## src/rtl/matmul_sequencer.sv

```systemverilog
// -----------------------------------------------------------------------------
// matmul_sequencer
//   Sequences the shared pipelined complex MAC of the 4x4 complex matrix
//   multiplier C = A*B. A Start pulse launches 64 operand issues (k innermost,
//   then j, then i), the first term of every C element clears the accumulator,
//   and row-major C write strobes follow each element's last term after the
//   MAC pipeline delay. Busy / Done / DoneFlag / StartIgnored give status.
//
// Ports
//   Clk, Reset        clock (rising edge), asynchronous active-high reset
//   Start, Abort      single-cycle start pulse, synchronous abort
//   IdxI/IdxJ/IdxK    operand indices of the current issue (0 when idle)
//   MacEn, AccClr     issue valid, first-term (load instead of accumulate)
//   WrEn, WrRow/WrCol C write strobe and target element
//   Busy              run in progress (issue or drain)
//   Done              one-cycle pulse after the final C write
//   DoneFlag          sticky done
//   StartIgnored      sticky: Start seen while Busy
// -----------------------------------------------------------------------------
module matmul_sequencer #(
  parameter int unsigned MAC_LATENCY = 3
) (
  input  logic       Clk,
  input  logic       Reset,
  input  logic       Start,
  input  logic       Abort,
  output logic [1:0] IdxI,
  output logic [1:0] IdxJ,
  output logic [1:0] IdxK,
  output logic       MacEn,
  output logic       AccClr,
  output logic       WrEn,
  output logic [1:0] WrRow,
  output logic [1:0] WrCol,
  output logic       Busy,
  output logic       Done,
  output logic       DoneFlag,
  output logic       StartIgnored
);

  localparam int unsigned IDX_W   = 2;
  localparam int unsigned CNT_W   = 3 * IDX_W;
  localparam int unsigned DRAIN_W = 4;

  typedef enum logic [1:0] {
    S_IDLE  = 2'd0,
    S_ISSUE = 2'd1,
    S_DRAIN = 2'd2
  } state_e;

  // Tag carried alongside each issue through the MAC-delay pipeline
  typedef struct packed {
    logic             last;
    logic [IDX_W-1:0] row;
    logic [IDX_W-1:0] col;
  } wr_tag_t;

  state_e             state_q, state_d;
  logic [CNT_W-1:0]   idx_q, idx_d;        // {i, j, k}, k in the LSBs
  logic [DRAIN_W-1:0] drain_q, drain_d;
  wr_tag_t            pipe_q [MAC_LATENCY];
  wr_tag_t            pipe_in_c;
  logic               done_q, done_flag_q, done_flag_d;
  logic               start_ign_q, start_ign_d;

  logic issue_c, accept_c, finish_c, issue_last_c, start_busy_c;

  assign issue_c      = (state_q == S_ISSUE);
  assign issue_last_c = (idx_q == CNT_W'(6'h3f));
  // Abort always wins over Start, so a Start in the abort cycle is neither run nor flagged
  assign accept_c     = (state_q == S_IDLE) && Start && !Abort;
  assign start_busy_c = (state_q != S_IDLE) && Start && !Abort;
  assign finish_c     = (state_q == S_DRAIN) && !Abort && (drain_q == '0);

  // State register
  always_ff @(posedge Clk or posedge Reset) begin
    if (Reset) state_q <= S_IDLE;
    else       state_q <= state_d;
  end

  // Next-state logic
  always_comb begin
    state_d = state_q;
    case (state_q)
      S_IDLE: begin
        if (Start && !Abort) state_d = S_ISSUE;
      end
      S_ISSUE: begin
        if (Abort)             state_d = S_IDLE;
        else if (issue_last_c) state_d = S_DRAIN;
      end
      S_DRAIN: begin
        if (Abort || (drain_q == '0)) state_d = S_IDLE;
      end
      default: state_d = S_IDLE;
    endcase
  end

  // FSM outputs; indices are forced to 0 outside issue cycles
  always_comb begin
    MacEn  = 1'b0;
    AccClr = 1'b0;
    IdxI   = '0;
    IdxJ   = '0;
    IdxK   = '0;
    Busy   = 1'b0;
    case (state_q)
      S_ISSUE: begin
        MacEn  = 1'b1;
        IdxI   = idx_q[5:4];
        IdxJ   = idx_q[3:2];
        IdxK   = idx_q[1:0];
        AccClr = (idx_q[1:0] == '0);
        Busy   = 1'b1;
      end
      S_DRAIN: Busy = 1'b1;
      default: ;
    endcase
  end

  // Counter, drain and status next values
  always_comb begin
    idx_d       = idx_q;
    drain_d     = drain_q;
    done_flag_d = done_flag_q;
    start_ign_d = start_ign_q;
    pipe_in_c   = '0;

    if (accept_c)     idx_d = '0;
    else if (issue_c) idx_d = idx_q + CNT_W'(1);   // wraps to 0 after (3,3,3)

    // Drain counts MAC_LATENCY-1 down to 0, giving MAC_LATENCY drain cycles
    if (issue_c && issue_last_c)
      drain_d = DRAIN_W'(MAC_LATENCY - 1);
    else if ((state_q == S_DRAIN) && (drain_q != '0))
      drain_d = drain_q - DRAIN_W'(1);

    if (Abort)         done_flag_d = 1'b0;
    else if (finish_c) done_flag_d = 1'b1;
    else if (accept_c) done_flag_d = 1'b0;

    if (accept_c)          start_ign_d = 1'b0;
    else if (start_busy_c) start_ign_d = 1'b1;

    if (issue_c) begin
      pipe_in_c.last = (idx_q[1:0] == 2'd3);
      pipe_in_c.row  = idx_q[5:4];
      pipe_in_c.col  = idx_q[3:2];
    end
  end

  // Datapath registers; Abort flushes the write pipeline so no stale WrEn follows
  always_ff @(posedge Clk or posedge Reset) begin
    if (Reset) begin
      idx_q       <= '0;
      drain_q     <= '0;
      done_q      <= 1'b0;
      done_flag_q <= 1'b0;
      start_ign_q <= 1'b0;
      for (int unsigned s = 0; s < MAC_LATENCY; s++) pipe_q[s] <= '0;
    end else begin
      idx_q       <= idx_d;
      drain_q     <= drain_d;
      done_q      <= finish_c;
      done_flag_q <= done_flag_d;
      start_ign_q <= start_ign_d;
      if (Abort) begin
        for (int unsigned s = 0; s < MAC_LATENCY; s++) pipe_q[s] <= '0;
      end else begin
        pipe_q[0] <= pipe_in_c;
        for (int unsigned s = 1; s < MAC_LATENCY; s++) pipe_q[s] <= pipe_q[s-1];
      end
    end
  end

  assign WrEn         = pipe_q[MAC_LATENCY-1].last;
  assign WrRow        = WrEn ? pipe_q[MAC_LATENCY-1].row : '0;
  assign WrCol        = WrEn ? pipe_q[MAC_LATENCY-1].col : '0;
  assign Done         = done_q;
  assign DoneFlag     = done_flag_q;
  assign StartIgnored = start_ign_q;

endmodule

```

## config.mk

```make
export PLATFORM = sky130hd
export DESIGN_NAME = matmul_sequencer
export DESIGN_NICKNAME = d
export VERILOG_FILES = /design/src/rtl/matmul_sequencer.sv
export SDC_FILE = /design/constraint.sdc
export NUM_CORES = 1
export LEC_CHECK = 0
export ABC_CLOCK_PERIOD_IN_PS = 2600
export BUFFER_PORTS_ARGS = -buffer_cell sky130_fd_sc_hd__buf_4
export CORE_MARGIN = 2
export CORE_UTILIZATION = 40
export CTS_CLUSTER_SIZE = 30
export DETAILED_ROUTE_END_ITERATION = 7
export GPL_TIMING_DRIVEN = 0
export SLEW_MARGIN = 20
export SYNTH_ARGS = -nofsm -noshare
export SYNTH_HDL_FRONTEND = slang
export SYNTH_SLANG_ARGS = --single-unit
```

## constraint.sdc

```tcl
create_clock -name Clk -period 2.6 [get_ports Clk]
set_input_delay 0.39 -clock Clk [delete_from_list [all_inputs] [get_ports Clk]]
set_output_delay 0.39 -clock Clk [all_outputs]
set_load 0.005 [all_outputs]
```

==> metrics.md, run 1 <==
| Metric | Value |
|---|---|
| Initial antenna violation count | 0 |
| Crit Path Category | reg -> out |
| Die height | just over 60 um |
| Mean number of vias per cell | 4.63 |
| Hold Path Class | in -> async |
| Clock root buffer | clkbuf_4 |
| Drt drc | 0 |
| Actual slew at the worst max-slew pin | 0.614 ns |
| Crit. End Element | output pin |
| Post-route setup TNS | 0 ns |
| IO Pins | 21 |
| Met1 Wirelength | just under 1000 um |
| DP Area | 1540 sq um |
| CTS tree | yes |
| Leakage | approximately 0.86 nW |
| CTS resizes | 0 |
| Wire length per cell | between 10 and 15 um |
| CTS Hold Bufs | 0 |
| F_max | ~0.49 GHz |
| First-pass GRT wire length | 3770 um |
| RSZ-0062 raised after global routing | false |
| ANT cells | 0 |
| Top Layer Used | met4 |
| R2r setup slk | ~0.89 ns |
| Seq/Total Area, Yosys | 0.561 |
| Post-synth net total | 133 |
| Number of global-route vias before repair | 892 |
| Final Util | 0.529 |
| Synth top area cells | dfrtp_1 56%, and2_1 7.0%, ha_1 5.6%, nor2b_1 5.1%, nor2_1 4.2% |
| Site Rows | 20 |
| Min cycle time layout | roughly 2.1 ns |
| Worst rel slew slack | 0.590 |
| CP required | 2.21 ns |
| Post-Syn Area per Cell | 10.9 sq um |
| Commonest non-fill, non-tap cell in the layout | dfrtp_1 |
| GP Congestion | 0.723 |
| CTS clk-pin slew, worst paths | around 0.1 ns |
| Starting Density | 0.428 |
| Clk Latency, worst-skew pair | 0.32 ns |
| Cell area after layout | 1650 sq um |
| Largest fanout on the critical path | 10 |
| Hpwl dp | 1640 um |
| Port Buffers | 20 |
| Maximum capacitance violations | 0 |
| # Post-CTS Setup Buffers | 0 |
| Netlist cell types | 25 |
| Most frequent cells in the layout | 30 x dfrtp_1, 20 x buf_4, 15 x nor2_1, 15 x and2_1, 11 x nor2b_1 |
| Die W | 61.8 um |
| Clk_skew | between 0.007 and 0.008 ns |
| Sink count of the clock tree | 30 |
| Cts bufs inserted | 5 |
| Longest Clk Path Bufs | 2 |
| Period utilization | 0.789 |
| Outcome | complete, no violations |
| Final hold vios | 0 |
| Power Total | 1.47 mW |
| Final wirelength | 2270 um |
| Largest net degree at the start of global routing | 31 |
| Mapped Area | 1340 sq um |
| Initial DRC count | 29 |
| Data arrival, critical path | 1.66 ns |
| Layout cells sized above 1 | 0.225 |
| Area Overhead vs Synth | 23.7% |
| H-tree Lvls | 2 |
| Number of routed nets with antenna violations | 0 |
| Reg-to-reg startpoint | state_q[1] |
| Synth area leader | dfrtp_1 |
| Vias | 902 |
| Post-Synthesis Cells | 123 |
| GR Overflow Total | 0 |
| Peak VDD IR | 0.444 mV |
| Final max-slew violation count | 0 |
| Number of synthesized register bits | 30 |
| Synth Warn # | 0 |
| Final setup violation count | 0 |
| Routed met3 length | 118 um |
| DR WL met2 | 1130 um |
| Crit. Startpoint | state_q[1] |
| Synth top area share | 0.561 |
| Die ar. | 3820 sq um |
| Startpoint Class | register |
| Final net count | 160 |
| First drt pass iteration count | 4 |
| P per Cell Area | slightly below 900 nW/um^2 |
| Global Route Usage Sum | 0.141 |
| Core box area | 3130 sq um |
==> where the power goes <==
| group | internal (mW) | switching [mW] | total, mW | leakage, nW |
|---|---|---|---|---|
| Sequential | 0.532 | 0.0612 | 0.593 | 0.408 |
| Combinational | 0.207 | 0.187 | 0.394 | 0.395 |
| Clock | 0.326 | 0.161 | 0.487 | 0.0585 |
| Total | 1.06 | 0.409 | 1.47 | 0.861 |
==> state kept, by name, indices dropped and copies added (netlist names) <==
register,cells
state_q,2
drain_q,4
idx_q,6
DoneFlag,1
WrEn,1
Done,1
pipe_q,14
StartIgnored,1
==> stage by stage <==
stage,instances,hold slack [ns],setup slack [ns]
global placement,187,0.441,0.931
finish,195,0.139,0.548
detailed placement,187,0.453,0.883
floorplan,123,0.439,0.999
global route,195,0.168,0.369
CTS,195,0.149,0.503
==> Yosys cell counts <==
| cell type | number |
|---|---|
| nand4_1 | 1 |
| inv_1 | 8 |
| mux2i_1 | 1 |
| nand2b_1 | 1 |
| or3_1 | 1 |
| nand3b_4 | 1 |
| ha_1 | 6 |
| o211ai_2 | 1 |
| a31oi_1 | 2 |
| nor2b_1 | 11 |
| or2b_2 | 1 |
| dfrtp_1 | 30 |
| mux2_4 | 1 |
| or3b_4 | 1 |
| o21ai_0 | 2 |
| nand2_1 | 7 |
| a21oi_1 | 2 |
| nor2_1 | 15 |
| clkbuf_1 | 2 |
| and2_1 | 15 |
| xor2_1 | 5 |
| xnor2_1 | 2 |
| nand3_1 | 5 |
| a211o_1 | 1 |
| nor3_1 | 1 |
==> final timing paths <==
path,to,cells past startpoint
max reg2reg,drain_q[3],6
min in group Clk,pipe_q[0],2
min reg2reg,pipe_q[8],1
min,idx_q[2],2
max,IdxK[1],5
max in group asynchronous,drain_q[0],2
==> cell families (layout without fill, tap and decap cells) <==
kind of cell / count (synthesis) / after routing / share of synthesized area
buf+inv: 10 / 38 / 0.0281
flops: 30 / 30 / 0.561
fa+ha+maj: 6 / 6 / 0.0561
simple gates: 60 / 60 / 0.250
mux: 2 / 2 / 0.0187
xor+xnor: 7 / 7 / 0.0458
compound gates: 8 / 8 / 0.0402
==> per-layer routing <==
layer / global-route usage / up-vias
met5: 0 / -
met4: 0.0669 / 0
met3: 0.0704 / 5
met2: 0.233 / 22
met1: 0.152 / 427
li1: - / 448
==> area by class of cell <==
cell class	instances	area, sq um
clock buffers	6	51.3
well taps	44	55.1
flip-flops and latches	30	751
fillers	302	1470
repair buffers	20	150
inverters	8	30.0
clock inverters	2	60.1
multi-input cells	83	549
plain buffers	2	7.51
==> worst max-delay path, stage by stage, from the launching register on <==
cell and delay (ns):
dfrtp_1 0.41, inv_1 0.09, ha_1 0.20, clkbuf_1 0.34, and2_1 0.19, buf_4 0.11
Note: power is estimated with default switching activity, not from simulation.
==> run 2: changes to the inputs <==
--- a/config.mk
+++ b/config.mk
@@ -5,7 +5,7 @@
 export SDC_FILE = /design/constraint.sdc
 export NUM_CORES = 1
 export LEC_CHECK = 0
-export ABC_CLOCK_PERIOD_IN_PS = 2600
+export ABC_CLOCK_PERIOD_IN_PS = 1750
 export BUFFER_PORTS_ARGS = -buffer_cell sky130_fd_sc_hd__buf_4
 export CORE_MARGIN = 2
 export CORE_UTILIZATION = 40
==> constraint.sdc (replaced) <==
create_clock -name Clk -period 1.75 [get_ports Clk]
set_input_delay 0.2625 -clock Clk [delete_from_list [all_inputs] [get_ports Clk]]
set_output_delay 0.2625 -clock Clk [all_outputs]
set_load 0.005 [all_outputs]
==> run 2 against run 1 <==
  * Clock power up 49%
  * Count of clock-buffer cells in the layout unchanged
  * Clock skew up 0.00083 ns
  * Total power is 52% higher
  * Cell count up 0.51%
  * Global-route usage increased by 0.17 points
  * Worst setup slack lost 0.47 ns
  * Worst hold slack got worse by 0.13 ns
  * First-iteration DRC count fell by 24%
  * Sequential power up 50%
  * Critical path type is now reg -> reg
  * Largest power group unchanged
  * Highest routed layer unchanged
==> metrics.md, run 2 (synthesis gave the netlist of run 1 again) <==
| Metric | Value |
|---|---|
| Die ar. | 3820 sq um |
| Data arrival, critical path | 1.89 ns |
| Site Rows | 20 |
| Number of routed nets with antenna violations | 0 |
| Critical path cell sequence | inv_2 > ha_2 > or3b_4 > nand3b_4 > o211ai_2 > mux2_4 |
| DP Area | 1540 sq um |
| Period utilization | 0.956 |
| Crit. End Element | register |
| Mean number of vias per cell | between 4 and 5 |
| Hold Path Class | in -> async |
| Longest Clk Path Bufs | 2 |
| Top flop regs | pipe_q: 14 flops, idx_q: 6 flops, drain_q: 4 flops |
| Initial antenna violation count | 0 |
| Final setup violation count | 0 |
| Die W | 61.8 um |
| Cts bufs inserted | 5 |
| GR Overflow Total | 0 |
| Final max-slew violation count | 0 |
| Final net count | ~160 |
| Peak VDD IR | between 0.6 and 0.7 mV |
| Final hold vios | 0 |
| Drt drc | 0 |
| Starting Density | 0.428 |
| Post-route setup TNS | 0 ns |
| R2r setup slk | 0.08 ns |
| CP required | 1.97 ns |
| Crit Path Category | reg -> reg |
| Outcome | complete, no violations |
| Biggest register | pipe_q |
| Maximum capacitance violations | 0 |
| Setup ws final | between 0.07 and 0.08 ns |
| Pre-CTS WS | between 0.03 and 0.04 ns |
| Clk Latency, worst-skew pair | 0.33 ns |
| Critical-path top delay cell | or3b_4 |
| Clk_skew | 0.00810 ns |
| Worst stage delay on the critical path | 0.41 ns |
| Startpoint Class | register |
| Port Buffers | 20 |
| IO Pins | 21 |
| Commonest non-fill, non-tap cell in the layout | dfrtp_1 |
| CTS Hold Bufs | 0 |
| F_max | around 0.6 GHz |
| Max reg flops | 14 |
| Wire length per cell | 12.1 um |
| Sink count of the clock tree | 30 |
| Cell family with most CP delay | simple AND/OR/NAND/NOR gates |
| Largest fanout on the critical path | 4 |
| First drt pass iteration count | 4 |
| H-tree Lvls | 2 |
| Layout cells sized above 1 | 0.257 |
| P per Cell Area | 1330 nW/um^2 |
| CTS tree | yes |
| Critical path buffer and inverter count | 1 |
| Hpwl dp | roughly 1600 um |
| Clock root buffer | clkbuf_4 |
| Leakage | 0.873 nW |
| Initial DRC count | 22 |
| Final wirelength | 2370 um |
| Vias | 911 |
| Reg2Reg Depth | 6 |
| Power Total | 2.24 mW |
| Worst rel slew slack | 0.590 |
| Min cycle time layout | approximately 1.7 ns |
| Core box area | 3130 sq um |
| Area Overhead vs Synth | 26.1% |
| First-pass GRT wire length | ~3800 um |
| Finished Layout Cells | ~200 |
| Largest net degree at the start of global routing | 31 |
| Number of global-route vias before repair | 907 |
| Actual slew at the worst max-slew pin | a little over 0.6 ns |
| Cell area after layout | 1690 sq um |
| Dpl cells | ~190 |
| Reg-to-Reg End | state_q[0] |
| Die height | slightly above 60 um |
| Global Route Usage Sum | 0.143 |
| Most frequent cells in the layout | 30 x dfrtp_1, 21 x buf_4, 15 x nor2_1, 15 x and2_1, 11 x nor2b_1 |
| GP Congestion | 0.723 |
| RSZ-0062 raised after global routing | false |
| ANT cells | 0 |
| Reg-to-reg startpoint | drain_q[0] |
| CTS clk-pin slew, worst paths | 0.10 ns |
[run 2: worst max-delay path by stage]
stage | slack, ns | startpoint | cells after the start | to
4_1_cts | 0.005 | state_q[0] | 4 | IdxK[1]
6_report | 0.08 | drain_q[0] | 6 | state_q[0]
3_3_place_gp | 0.08 | state_q[1] | 6 | drain_q[3]
5_1_grt | 0.01 | drain_q[1] | 6 | state_q[0]
3_5_place_dp | 0.03 | state_q[1] | 6 | drain_q[0]
2_1_floorplan | 0.15 | drain_q[0] | 6 | state_q[0]
[run 2: routing by layer]
layer	GRT usage	vias up	wire, um
met5	0	-	0
met4	0.0669	0	43
met3	0.0704	5	117
met2	0.241	22	1190
met1	0.150	439	1020
li1	-	445	-
[run 2: cell type report]
cell class	instances	area, sq um
clock inverters	2	60.1
well taps	44	55.1
fillers	297	1440
clock buffers	6	51.3
multi-input cells	83	564
plain buffers	2	17.5
repair buffers	21	158
inverters	8	30.0
flip-flops and latches	30	751
[run 2: worst reg2reg max path: cells and delay by family (launching register included)]
kind | cells | cell delay, ns
muxes | 1 | 0.30
and+or+nand+nor | 2 | 0.53
adders and majority gates | 1 | 0.19
AOI/OAI and AO/OA | 1 | 0.08
DFF | 1 | 0.40
buffers and inverters | 1 | 0.08
[run 2: what timing repair did]
item,CTS,global route
setup buffers,1,0
pin swaps,0,0
cloned,0,0
gates resized for setup,3,4
endpoints found under the setup margin,6,8
[run 2: report_power, final]
group	switching, mW	leakage, nW	internal [mW]
Sequential	0.0987	0.408	0.790
Combinational	0.286	0.407	0.344
Clock	0.240	0.0585	0.484
Total	0.625	0.873	1.62
[run 2: per-stage QoR]
stage	utilization	hold slack, ns
2_1_floorplan	-	0.328
3_3_place_gp	0.493	0.441
3_5_place_dp	0.493	0.388
4_1_cts	0.534	0.0214
5_1_grt	0.539	0.0407
6_report	0.539	0.00992
==> run 3: changes to the inputs <==
--- a/config.mk
+++ b/config.mk
@@ -5,13 +5,15 @@
 export SDC_FILE = /design/constraint.sdc
 export NUM_CORES = 1
 export LEC_CHECK = 0
-export ABC_CLOCK_PERIOD_IN_PS = 1750
+export ABC_CLOCK_PERIOD_IN_PS = 1600
 export BUFFER_PORTS_ARGS = -buffer_cell sky130_fd_sc_hd__buf_4
 export CORE_MARGIN = 2
-export CORE_UTILIZATION = 40
+export CORE_UTILIZATION = 54
 export CTS_CLUSTER_SIZE = 30
 export DETAILED_ROUTE_END_ITERATION = 7
 export GPL_TIMING_DRIVEN = 0
+export HOLD_SLACK_MARGIN = 0.08
+export PLACE_DENSITY = 0.77
 export SLEW_MARGIN = 20
 export SYNTH_ARGS = -nofsm -noshare
 export SYNTH_HDL_FRONTEND = slang
==> constraint.sdc (replaced) <==
create_clock -name Clk -period 1.6 [get_ports Clk]
set_input_delay 0.24 -clock Clk [delete_from_list [all_inputs] [get_ports Clk]]
set_output_delay 0.24 -clock Clk [all_outputs]
set_load 0.005 [all_outputs]
==> run 3 against run 2 <==
  * The flow now finishes with violations (negative setup slack)
  * Worst hold slack improved by 0.13 ns
  * Core utilization increased by 20 points
  * Die area decreased by 24%
  * Non-clock buffer count increased by 13
  * Combinational power is 60% higher
  * Cell count is 1.0% lower
  * Register-to-register slack worse by 0.11 ns
  * Fmax is 2.3% higher
  * Critical path type unchanged
  * Clock power fell by 44%
  * Sequential share of layout area fell by 2.5 points
  * Worst setup slack got worse by 0.11 ns
  * Design area is 5.9% higher
==> metrics.md, run 3 (synthesis gave the netlist of run 1 again) <==
| Metric | Value |
|---|---|
| Outcome | finished with violations |
| Violated checks | negative setup slack |
| Pre-CTS WS | -0.103 ns |
| Global Route Usage Sum | 0.221 |
| Die height | 53.8 um |
| Mean number of vias per cell | 5.18 |
| Final hold vios | 0 |
| Hold Slack | ~0.14 ns |
| Cell area after layout | 1790 sq um |
| Cts bufs inserted | 5 |
| First-pass GRT wire length | 4350 um |
| DP Area | 1530 sq um |
| Number of global-route vias before repair | 988 |
| Reg2Reg Depth | 6 |
| H-tree Lvls | 2 |
| Site Rows | 18 |
| Die ar. | 2890 sq um |
| Most frequent cells in the layout | 30 x dfrtp_1, 26 x buf_4, 14 x nor2_1, 11 x nor2b_1, 8 x and2_1 |
| Clk_skew | 0.00785 ns |
| Final Util | 0.741 |
| RSZ-0062 raised after global routing | true |
| IO Pins | 21 |
| Critical-path top delay cell | dfrtp_1 |
| Final max-slew violation count | 0 |
| Layout cells sized above 1 | 0.366 |
| R2r setup slk | -0.03 ns |
| Worst stage delay on the critical path | 0.41 ns |
| Worst rel slew slack | 0.593 |
| Hold endpoint | pipe_q[1] |
| Biggest register | pipe_q |
| Period utilization | 1.02 |
| Final setup violation count | 4 |
| P per Cell Area | ~1300 nW/um^2 |
| Largest net degree at the start of global routing | 31 |
| GR Overflow Total | 0 |
| CTS tree | yes |
| Actual slew at the worst max-slew pin | 0.610 ns |
| Drt drc | 0 |
| Crit. End Element | register |
| Longest Clk Path Bufs | 2 |
| Crit Path Category | reg -> reg |
| Leakage | 0.923 nW |
| Setup ws final | -0.0344 ns |
| Combinational power share | 0.422 |
| Sink count of the clock tree | 30 |
| Final net count | 174 |
| Data arrival, critical path | 1.85 ns |
| CTS clk-pin slew, worst paths | about 0.090 ns |
| Port Buffers | 20 |
| Min cycle time layout | 1.63 ns |
| Clock root buffer | clkbuf_4 |
| Sw frac | 0.318 |
| Core box area | 2410 sq um |
| Wire length per cell | roughly 14 um |
| CP required | about 1.8 ns |
| Number of routed nets with antenna violations | 0 |
| Die W | 53.8 um |
| Critical path cell sequence | inv_2 > ha_4 > or3b_4 > nand3b_4 > o211ai_4 > mux2_4 |
| Hold path cells | 2 |
| GP Congestion | 0.754 |
| Max reg flops | 14 |
| Seq pwr share | 0.408 |
| Area Overhead vs Synth | 33.5% |
| Min-delay src | Abort |
| Fillers | 179 |
| Top flop regs | pipe_q: 14 flops, idx_q: 6 flops, drain_q: 4 flops |
| Startpoint Class | register |
| Hold Path Class | in -> reg |
| Peak VDD IR | 1.19 mV |
| Vias | 1005 |
| Clk Latency, worst-skew pair | 0.33 ns |
| P_sw | 0.763 mW |
| Reg-to-reg startpoint | drain_q[0] |
| Cell family with most CP delay | simple AND/OR/NAND/NOR gates |
| Power Internal | 1.64 mW |
| Maximum capacitance violations | 0 |
| ANT cells | 0 |
| Reg-to-Reg End | state_q[0] |
| Initial antenna violation count | 0 |
| Initial DRC count | 12 |
| First drt pass iteration count | 4 |
| Critical path buffer and inverter count | 1 |
| Commonest non-fill, non-tap cell in the layout | dfrtp_1 |
| Clk network pwr share | 0.170 |
| Largest fanout on the critical path | 3 |
| Hpwl dp | 1670 um |
| Starting Density | 0.555 |
| F_max | 0.612 GHz |
| Final wirelength | ~2700 um |
## run 3: cell count changes in the layout (fill, tap and decap cells not counted), sizes merged
| cell | before | now |
|---|---|---|
| dlygate4sd3 | 0 | 1 |
| buf | 21 | 34 |
| bufinv | 2 | 0 |
## run 3: power by group through the flow
stage / logic [mW] / registers [mW] / clock network, mW
finish: 1.01 / 0.979 / 0.408
global route: 1.12 / 0.997 / 0.453
CTS: 0.936 / 0.970 / 0.411
detailed placement: 0.653 / 0.979 / 0
global placement: 0.624 / 0.970 / 0
floorplan: 0.429 / 0.952 / 0
## run 3: metal layers
metal	GRT usage	share of wire	routed length, um
met1	0.229	0.38	1040
met2	0.390	0.54	1470
met3	0.0833	0.057	155
met4	0.103	0.018	48
met5	0	0	0
## run 3: timing repair
action	CTS	global route
buffers inserted	10	2
cloned	1	0
pin swaps	2	3
endpoints found under the hold margin	0	30
hold buffers	0	1
setup endpoints to repair	13	13
resized for setup	19	10
## run 3: stage by stage
stage	std cells	setup TNS [ns]	total power, mW
CTS	191	-0.0314	2.32
detailed placement	173	-0.469	1.63
finish	194	-0.0583	2.40
global route	194	-0.558	2.57
floorplan	123	0	1.38
global placement	173	-0.159	1.59
## run 3: worst max-delay path by stage
stage,end,cells past startpoint,start
floorplan,state_q[0],6,drain_q[0]
global placement,drain_q[0],6,state_q[1]
global route,state_q[0],6,drain_q[0]
CTS,state_q[0],6,drain_q[1]
detailed placement,drain_q[2],6,state_q[1]
finish,state_q[0],6,drain_q[0]
## run 3: final cells by class
type / count / area, sq um / area share
flip-flops and latches: 30 / 751 / 0.420
multi-input cells: 83 / 616 / 0.345
repair buffers: 34 / 288 / 0.161
clock buffers: 7 / 45.0 / 0.0252
well taps: 30 / 37.5 / 0.0210
inverters: 8 / 30.0 / 0.0168
plain buffers: 2 / 18.8 / 0.0105
